===== config.mk =====
export PLATFORM = sky130hd
export DESIGN_NAME = axi_tdd_ng_counter
export DESIGN_NICKNAME = d
export VERILOG_FILES = /design/src/rtl/axi_tdd_ng_counter.sv
export SDC_FILE = /design/constraint.sdc
export NUM_CORES = 1
export LEC_CHECK = 0
export ABC_AREA = 1
export BUFFER_PORTS_ARGS = -buffer_cell sky130_fd_sc_hd__buf_2
export CAP_MARGIN = 20
export CORE_UTILIZATION = 45
export DETAILED_ROUTE_END_ITERATION = 16
export GPL_TIMING_DRIVEN = 0
export PLACE_DENSITY = 0.68
export SETUP_SLACK_MARGIN = 0.4
export SLEW_MARGIN = 30
export SYNTH_ARGS = -nofsm -noshare
export SYNTH_HDL_FRONTEND = slang
export SYNTH_SLANG_ARGS = --single-unit

===== constraint.sdc =====
create_clock -name clk -period 5.32 [get_ports clk]
set_clock_uncertainty 0.05 [all_clocks]
set_input_delay 1.596 -clock clk [delete_from_list [all_inputs] [get_ports clk]]
set_output_delay 1.596 -clock clk [all_outputs]
set_load 0.02 [all_outputs]

===== src/rtl/axi_tdd_ng_counter.sv =====
// TDD frame counter: after a sync pulse, waits a startup delay, then runs
// a burst of frames of programmable length and reports frame timing.
// Ports:
//   clk, resetn          - clock, async active-low reset
//   tdd_enable           - level enable; low forces IDLE
//   tdd_sync             - single-cycle sync pulse
//   tdd_sync_rst         - sync in RUNNING restarts the frame
//   tdd_startup_delay    - cycles from sync to first frame
//   tdd_frame_length     - cycles per frame (0 behaves as 1)
//   tdd_burst_count      - frames per burst (0 = infinite)
//   tdd_counter          - current frame/delay counter
//   tdd_cstate           - state: IDLE=0 ARMED=1 WAITING=2 RUNNING=3 DONE=4
//   tdd_tstart           - RUNNING and counter == 0
//   tdd_endof_frame      - RUNNING and counter == frame_length-1
//   tdd_running          - RUNNING
module axi_tdd_ng_counter #(
  parameter int unsigned REGISTER_WIDTH    = 32,
  parameter int unsigned BURST_COUNT_WIDTH = 32
) (
  input  logic                         clk,
  input  logic                         resetn,
  input  logic                         tdd_enable,
  input  logic                         tdd_sync,
  input  logic                         tdd_sync_rst,
  input  logic [REGISTER_WIDTH-1:0]    tdd_startup_delay,
  input  logic [REGISTER_WIDTH-1:0]    tdd_frame_length,
  input  logic [BURST_COUNT_WIDTH-1:0] tdd_burst_count,
  output logic [REGISTER_WIDTH-1:0]    tdd_counter,
  output logic [2:0]                   tdd_cstate,
  output logic                         tdd_tstart,
  output logic                         tdd_endof_frame,
  output logic                         tdd_running
);

  localparam int unsigned STATE_W = 3;

  typedef enum logic [STATE_W-1:0] {
    IDLE    = 3'd0,
    ARMED   = 3'd1,
    WAITING = 3'd2,
    RUNNING = 3'd3,
    DONE    = 3'd4
  } state_t;

  state_t                       state, state_nxt;
  logic [REGISTER_WIDTH-1:0]    counter, counter_nxt;
  logic [BURST_COUNT_WIDTH-1:0] tally, tally_nxt;
  logic                         tstart_nxt, eof_nxt, running_nxt;
  logic [REGISTER_WIDTH-1:0]    len_m1;
  logic [REGISTER_WIDTH-1:0]    delay_m1;
  logic [BURST_COUNT_WIDTH-1:0] tally_inc;

  // Last counter value of a frame; a zero length behaves as one.
  assign len_m1    = (tdd_frame_length == '0) ? '0
                                              : tdd_frame_length - REGISTER_WIDTH'(1);
  assign delay_m1  = tdd_startup_delay - REGISTER_WIDTH'(1);
  assign tally_inc = tally + BURST_COUNT_WIDTH'(1);

  // State, counter, tally and decoded outputs register.
  always_ff @(posedge clk or negedge resetn) begin
    if (!resetn) begin
      state           <= IDLE;
      counter         <= '0;
      tally           <= '0;
      tdd_tstart      <= 1'b0;
      tdd_endof_frame <= 1'b0;
      tdd_running     <= 1'b0;
    end else begin
      state           <= state_nxt;
      counter         <= counter_nxt;
      tally           <= tally_nxt;
      tdd_tstart      <= tstart_nxt;
      tdd_endof_frame <= eof_nxt;
      tdd_running     <= running_nxt;
    end
  end

  // Next-state, counter and tally.
  always_comb begin
    state_nxt   = state;
    counter_nxt = counter;
    tally_nxt   = tally;
    if (!tdd_enable) begin
      state_nxt   = IDLE;
      counter_nxt = '0;
      tally_nxt   = '0;
    end else begin
      case (state)
        IDLE: begin
          state_nxt   = ARMED;
          counter_nxt = '0;
          tally_nxt   = '0;
        end
        ARMED: begin
          counter_nxt = '0;
          tally_nxt   = '0;
          if (tdd_sync) begin
            state_nxt = (tdd_startup_delay != '0) ? WAITING : RUNNING;
          end
        end
        WAITING: begin
          // Equality only: a delay lowered below the counter runs to wrap.
          if (counter == delay_m1) begin
            state_nxt   = RUNNING;
            counter_nxt = '0;
          end else begin
            counter_nxt = counter + REGISTER_WIDTH'(1);
          end
        end
        RUNNING: begin
          // Restart takes priority over a coincident frame wrap.
          if (tdd_sync && tdd_sync_rst) begin
            counter_nxt = '0;
            tally_nxt   = '0;
          end else if (counter == len_m1) begin
            counter_nxt = '0;
            if ((tdd_burst_count != '0) && (tally_inc == tdd_burst_count)) begin
              state_nxt = DONE;
            end else begin
              tally_nxt = tally_inc;
            end
          end else begin
            counter_nxt = counter + REGISTER_WIDTH'(1);
          end
        end
        DONE: begin
          counter_nxt = '0;
        end
        default: begin
          state_nxt   = IDLE;
          counter_nxt = '0;
          tally_nxt   = '0;
        end
      endcase
    end
  end

  // Output decode from the next registered state so outputs line up with state.
  always_comb begin
    running_nxt = 1'b0;
    tstart_nxt  = 1'b0;
    eof_nxt     = 1'b0;
    if (state_nxt == RUNNING) begin
      running_nxt = 1'b1;
      tstart_nxt  = (counter_nxt == '0);
      eof_nxt     = (counter_nxt == len_m1);
    end
  end

  assign tdd_counter = counter;
  assign tdd_cstate  = state;

endmodule


## Word-level counts from Yosys, hierarchy flattened

Index checks and enable logic that the tools add are counted.

| cells by class | value |
|---|---|
| $add $sub $neg | 4 |
| equal/unequal tests | 12 |
| muxes and demuxes | 22 |
| reductions and logical operators | 9 |

Operator list:

| kind | number |
|---|---|
| $mux W32 | 9 |
| $eq A32 B32 Y1 | 4 |
| $pmux W32 S2 | 2 |
| $add A32 B1 Y32 const B | 2 |
| $logic_not A32 Y1 | 2 |
| $reduce_bool A32 Y1 | 2 |
| $sub A32 B1 Y32 const B | 2 |
| $mux W3 | 6 |
| $pmux W3 S5 | 1 |
| $eq A3 B2 Y1 const B | 3 |
| $ne A4 B4 Y1 const B | 2 |
| $mux W1 | 4 |
| $eq A3 B1 Y1 const B | 1 |
| $eq A3 B3 Y1 const B | 1 |
| $logic_not A3 Y1 | 1 |
| $reduce_and A3 Y1 | 1 |
| $logic_and A1 B1 Y1 | 2 |
| $ne A2 B2 Y1 const B | 1 |
| $reduce_or A2 Y1 | 1 |

| word-level totals | value |
|---|---|
| output and inout port bits | 38 |
| bits in registers | 70 |

## Depth between registers and ports, before layout

| logic depth | value |
|---|---|
| depth after elaboration | 10 |
| gate-level depth with buffers | 31 |
| depth with buffers taken out | 30 |

## Worst setup path before layout

OpenSTA, ideal clock, no wires.

| timing path | value |
|---|---|
| path type | input to register |
| from | input tdd_frame_length[0] |
| to | register tdd_endof_frame |
| buffers on the path | 2 |
| data required time | 5.199 ns |
| path slack | 1.174 ns |
| arrival | 4.024 ns |
| stages | 27 |
| cell sequence | inv_1 > ha_1 > nand2_2 > nor2_8 > nand2_2 > inv_2 > nand2_4 > buf_6 > nand2_2 > nand2_1 > nand2_1 > nand3_1 > nor2_1 > nand3_1 > nor2_1 > nand2_1 > nand2_2 > nand2_4 > buf_6 > nand2_1 > xnor2_1 > nand2_1 > nor2_1 > nand2_1 > nor2_1 > nand2_1 > nor2_1 |

| between the ends | value |
|---|---|
| longest elaborated chain between the ends | 9 |

Ends and longest elaborated chain:

| element | line | text |
|---|---|---|
| start: declaration | 26 | `input logic [REGISTER_WIDTH-1:0] tdd_frame_length,` |
| $sub A32 B1 Y32 / $logic_not A32 Y1 (equally long branches) | 55, 54 |  |
| $mux W32 (*) | 54 | `assign len_m1 = (tdd_frame_length == '0) ? '0` |
| $eq A32 B32 Y1 | 115 | `end else if (counter == len_m1) begin` |
| $mux W32 / $mux W3 (equally long branches) | 115 |  |
| $mux W32 / $mux W3 (equally long branches) | 112 | `if (tdd_sync && tdd_sync_rst) begin` |
| $pmux W32 S2 / $pmux W3 S5 (equally long branches) | 88 | `case (state)` |
| $mux W32 / $mux W3 (equally long branches) | 83 | `if (!tdd_enable) begin` |
| $eq A32 B32 Y1 / $eq A3 B2 Y1 (equally long branches) | 146, 143 |  |
| $mux W1 (*) | 143 | `if (state_nxt == RUNNING) begin` |
| net eof_nxt | 48 | `logic tstart_nxt, eof_nxt, running_nxt;` |
| end signal: assignment | 73 | `tdd_endof_frame <= eof_nxt;` |
| end: declaration | 31 | `output logic tdd_endof_frame,` |

Mark *: on every way through the listed nets, which the timed path passes. The rest lies on a longest branch.
A chain may end at the register's enable or synchronous reset.

## Worst setup path after layout

| timing path | value |
|---|---|
| from | input tdd_startup_delay[0] |
| to | register tdd_endof_frame |

| between the ends | value |
|---|---|
| longest elaborated chain between the ends | 7 |

Ends and longest elaborated chain:

| element | line | text |
|---|---|---|
| start: declaration | 25 | `input logic [REGISTER_WIDTH-1:0] tdd_startup_delay,` |
| $sub A32 B1 Y32 / $reduce_bool A32 Y1 (equally long branches) | 56, 98 |  |
| $eq A32 B32 Y1 / $mux W1 (equally long branches) | 103, 98 |  |
| $mux W32, or another cell as far along | 103 | `if (counter == delay_m1) begin` |
| $pmux W32 S2 / $pmux W3 S5 (equally long branches) | 88 |  |
| $mux W32 / $mux W3 (equally long branches) | 83 |  |
| $eq A32 B32 Y1 / $eq A3 B2 Y1 (equally long branches) | 146, 143 |  |
| $mux W1 (*) | 143 |  |
| net eof_nxt | 48 |  |

Marks and branches as above.

==> impl_metrics.py <==
metrics = {
    "status": {
        "outcome": "completed",
    },
    "synthesis": {
        "synth_cell_types": 48,
        "yosysWarnings": 0,
        "synth_compound_area_share_pct": 5.38,
        "yosys.area_share.simple_pct": 51.1,
        "synth-edff-count": 0,
        "syn-num-nets": 1697,
        "ys_async_sr_fraction_pct": 100,
        "synth_top_family_by_area": "simple AND/OR/NAND/NOR gates",
        "synth.avg_cell_area_um2": 5.71,
        "syn_area_um2": 9090,
        "synthMuxAreaShare_pct": 0,
        "syn_inst": 1592,
        "synthFlopType": "dfrtp_1",
        "ys_ff_latch": 70,
        "yosys.area_share.adder_pct": 0.551,
        "ys_seq_area_share_pct": 19.3,
        "synth-xor-area-share_pct": 12.3,
    },
    "pwr": {
        "intPower_w": 0.00103,
        "combPwrFrac_pct": 23.9,
        "p_clk_share_pct": 40.9,
        "cellLeakagePower_nw": 5.26,
        "seq_power_share_pct": 35.2,
        "ir_worst_vdd_v": 0.000175,
        "netSwitchingFraction_pct": 33.0,
        "finalPower_w": 0.00153,
        "p_per_area_nw_per_um2": 144,
        "power.switching_w": 0.000505,
    },
    "cells_and_area": {
        "nets": 1854,
        "layout_common_cells": "nand2_1, nor2_1, inv_1",
        "utilization_pct": 54.1,
        "fill_cells": 2164,
        "syn_to_final_growth_pct": 17.1,
        "n_antenna_cell": 0,
        "drive_gt1_share_pct": 14.7,
        "mostFrequentLayoutCell": "nand2_1",
    },
    "clock_tree": {
        "htreeDepth": 3,
        "cts_root_buffer": "clkbuf_16",
        "cts_tree": "yes",
        "numCtsBuffers": 9,
        "clockBufferDepth": 2,
        "cts.clk_slew.worst_paths_ns": 0.07,
        "hold_buffers": 0,
        "clk_latency_ns": 0.35,
        "cts.sink_count": 70,
    },
    "sta": {
        "post-route-min-period_ns": 4.73,
        "finalHoldViolCount": 0,
        "period_share_pct": 88.8,
        "fmax_mhz": 212,
        "finalSetupViolations": 0,
        "slew_headroom_pct": 48.0,
        "worstMarginPinSlew_ns": 0.781,
        "report.final.slew_viol_count": 0,
        "whs_ns": 0.485,
        "rsz0062_at_grt": "no",
    },
    "detailed_routing": {
        "vias": 10976,
        "ant_nets": 0,
        "wirelength_um": 35600,
        "drt-initial-drc-count": 772,
        "drc": 0,
        "avgViaCountPerCell": 5.44,
        "drtPass1Iterations": 5,
        "wl_per_cell_um": 17.6,
    },
    "global_routing": {
        "grt_pass1_vias": 9934,
        "grt_use_total_pct": 34.8,
        "grt_max_degree": 47,
        "grt_antenna_before_repair": 0,
        "grt_pass1_wl_um": 53700,
        "grt_overflow_total": 0,
    },
    "place": {
        "port_buffers": 138,
        "dp_hpwl_um": 29700,
        "place_congestion": 0.936,
    },
    "die": {
        "dieArea_um2": 20800,
        "pin_count": 139,
        "dieHeight_um": 144,
        "rows": 51,
        "fp.dieW_um": 144,
        "start_util_pct": 46.2,
        "core_area_um2": 19700,
    },
    "setup_path": {
        "worst_setup_path_end_kind": "flip-flop",
        "cp.required_ns": 5.55,
        "cp_common_cell": "nand2_1",
        "crit_buf_inv": 3,
        "path_max_fanout": 10,
        "cp.arrival_ns": 4.96,
        "slowest_stage": "nor2_4",
        "critical-path-top-delay-family": "simple AND/OR/NAND/NOR gates",
        "max_stage_delay_ns": 0.21,
        "worstSetupPathType": "primary input to flip-flop",
        "startpoint_type": "primary input",
    },
    "worst_hold_path": {
        "hp-class": "flip-flop to flip-flop",
    },
    "flow_run": {
        "drv_cap": 0,
    },
}
cells in the mapped netlist, types with 2 or more instances:
cell type | n | area [um2]
nor3b_1 | 2 | 15.0
nand3_1 | 138 | 691
nor2_1 | 258 | 968
nor3_1 | 46 | 230
nand3_2 | 6 | 60.1
clkinv_1 | 2 | 7.51
nand2_4 | 2 | 22.5
nor4_1 | 16 | 100
o211ai_1 | 4 | 30.0
inv_1 | 224 | 841
nand3b_1 | 10 | 75.1
dfrtp_1 | 70 | 1750
buf_6 | 5 | 56.3
buf_1 | 2 | 7.51
o21bai_1 | 8 | 60.1
xnor2_1 | 23 | 201
buf_2 | 8 | 40.0
nor2_4 | 3 | 33.8
xor2_1 | 105 | 920
or2_1 | 2 | 12.5
o21ai_1 | 26 | 130
nor2_2 | 11 | 68.8
ha_1 | 4 | 50.1
o2111ai_1 | 2 | 17.5
clkbuf_1 | 13 | 48.8
inv_2 | 5 | 18.8
nand2_1 | 451 | 1690
o21ai_0 | 22 | 110
nand4_1 | 76 | 475
a21oi_1 | 8 | 40.0
or2_2 | 9 | 56.3
and2_1 | 2 | 12.5
nand2_2 | 14 | 87.6
kinds of logic (layout without fill, tap and decap cells):
kind of cell	count (synthesis)	after routing
AND/OR/NAND/NOR	1050	1051
XOR/XNOR	128	128
flip-flops	70	70
adder cells (fa/ha/maj)	4	4
buffers and inverters	260	421
AO/OA/AOI/OAI	80	80
through the flow:
step / setup WS (ns) / instance area, um2 / cells / setup TNS [ns]
final: 0.593 / 10600 / 2019 / 0
after global routing: 0.409 / 10600 / 2019 / 0
after CTS: 0.411 / 10500 / 2012 / 0
after detailed placement: -0.115 / 10100 / 1996 / -0.115
after global placement: -0.0882 / 10100 / 1995 / -0.0882
after floorplan: 1.17 / 9090 / 1592 / 0
sequential cells by signal, summed over array words and instances, names as in the netlist:
signal,flops
tdd_running,1
tally,32
tdd_counter,32
tdd_tstart,1
tdd_endof_frame,1
tdd_cstate,3
final cells by class:
class | count | area (um2) | share of cell area [%]
multi-input combinational | 1263 | 6450 | 60.6
sequential | 70 | 1750 | 16.5
inverter | 231 | 867 | 8.15
timing repair buffer | 145 | 766 | 7.20
tap | 265 | 332 | 3.12
clock buffer | 9 | 225 | 2.12
buffer | 29 | 171 | 1.61
clock inverter | 7 | 80.1 | 0.753
worst reg2reg max path, cell delays in order (launching register included):
cell     delay [ns]
dfrtp_1        0.39
ha_1           0.21
nand2_1        0.07
nor2_1         0.26
nand2_1        0.20
nor2_1         0.30
nand2_1        0.16
nor2_1         0.24
nand2_1        0.11
o21ai_1        0.17
nand2_1        0.08
xnor2_1        0.12
nor2_1         0.21
nand3_1        0.21
nor2_1         0.13
nand2_1        0.09
o21ai_2        0.16
a22oi_4        0.11
buf_4          0.21
buf_2          0.18
o21ai_0        0.17
worst paths after layout:
kind	from	endpoint	slack, ns	depth (start not counted)
setup / recovery	tdd_startup_delay[0]	tdd_endof_frame	0.59	25
hold / removal	tally[31]	tally[31]	0.49	2
setup reg to reg	tally[0]	tally[12]	1.39	20
hold reg to reg	tally[31]	tally[31]	0.49	2
max in group asynchronous	resetn	tdd_counter[25]	3.54	2
min in group asynchronous	resetn	tdd_tstart	1.11	1
power groups by stage:
stage / Sequential [W] / Clock (W) / Combinational, W
6_report: 0.000539 / 0.000627 / 0.000365
4_1_cts: 0.000539 / 0.000639 / 0.000354
3_3_place_gp: 0.000549 / 0 / 0.000346
2_1_floorplan: 0.000553 / 0 / 0.000199
5_1_grt: 0.000539 / 0.000657 / 0.000403
3_5_place_dp: 0.000549 / 0 / 0.000350
per-layer routing:
metal	up-vias	track usage (%)	wire length, um
met3	49	5.50	2640
met5	-	0	0
met2	418	56.4	15900
li1	5395	-	-
met4	0	10.8	943
met1	5114	47.0	16100
what timing repair did:
item / CTS / global route
setup buffers: 0 / 6
endpoints found under the setup margin: 1 / 34
gates resized for setup: 5 / 32
pin swaps: 0 / 6
gates cloned: 0 / 1
Power figures use the tool's default switching activity.
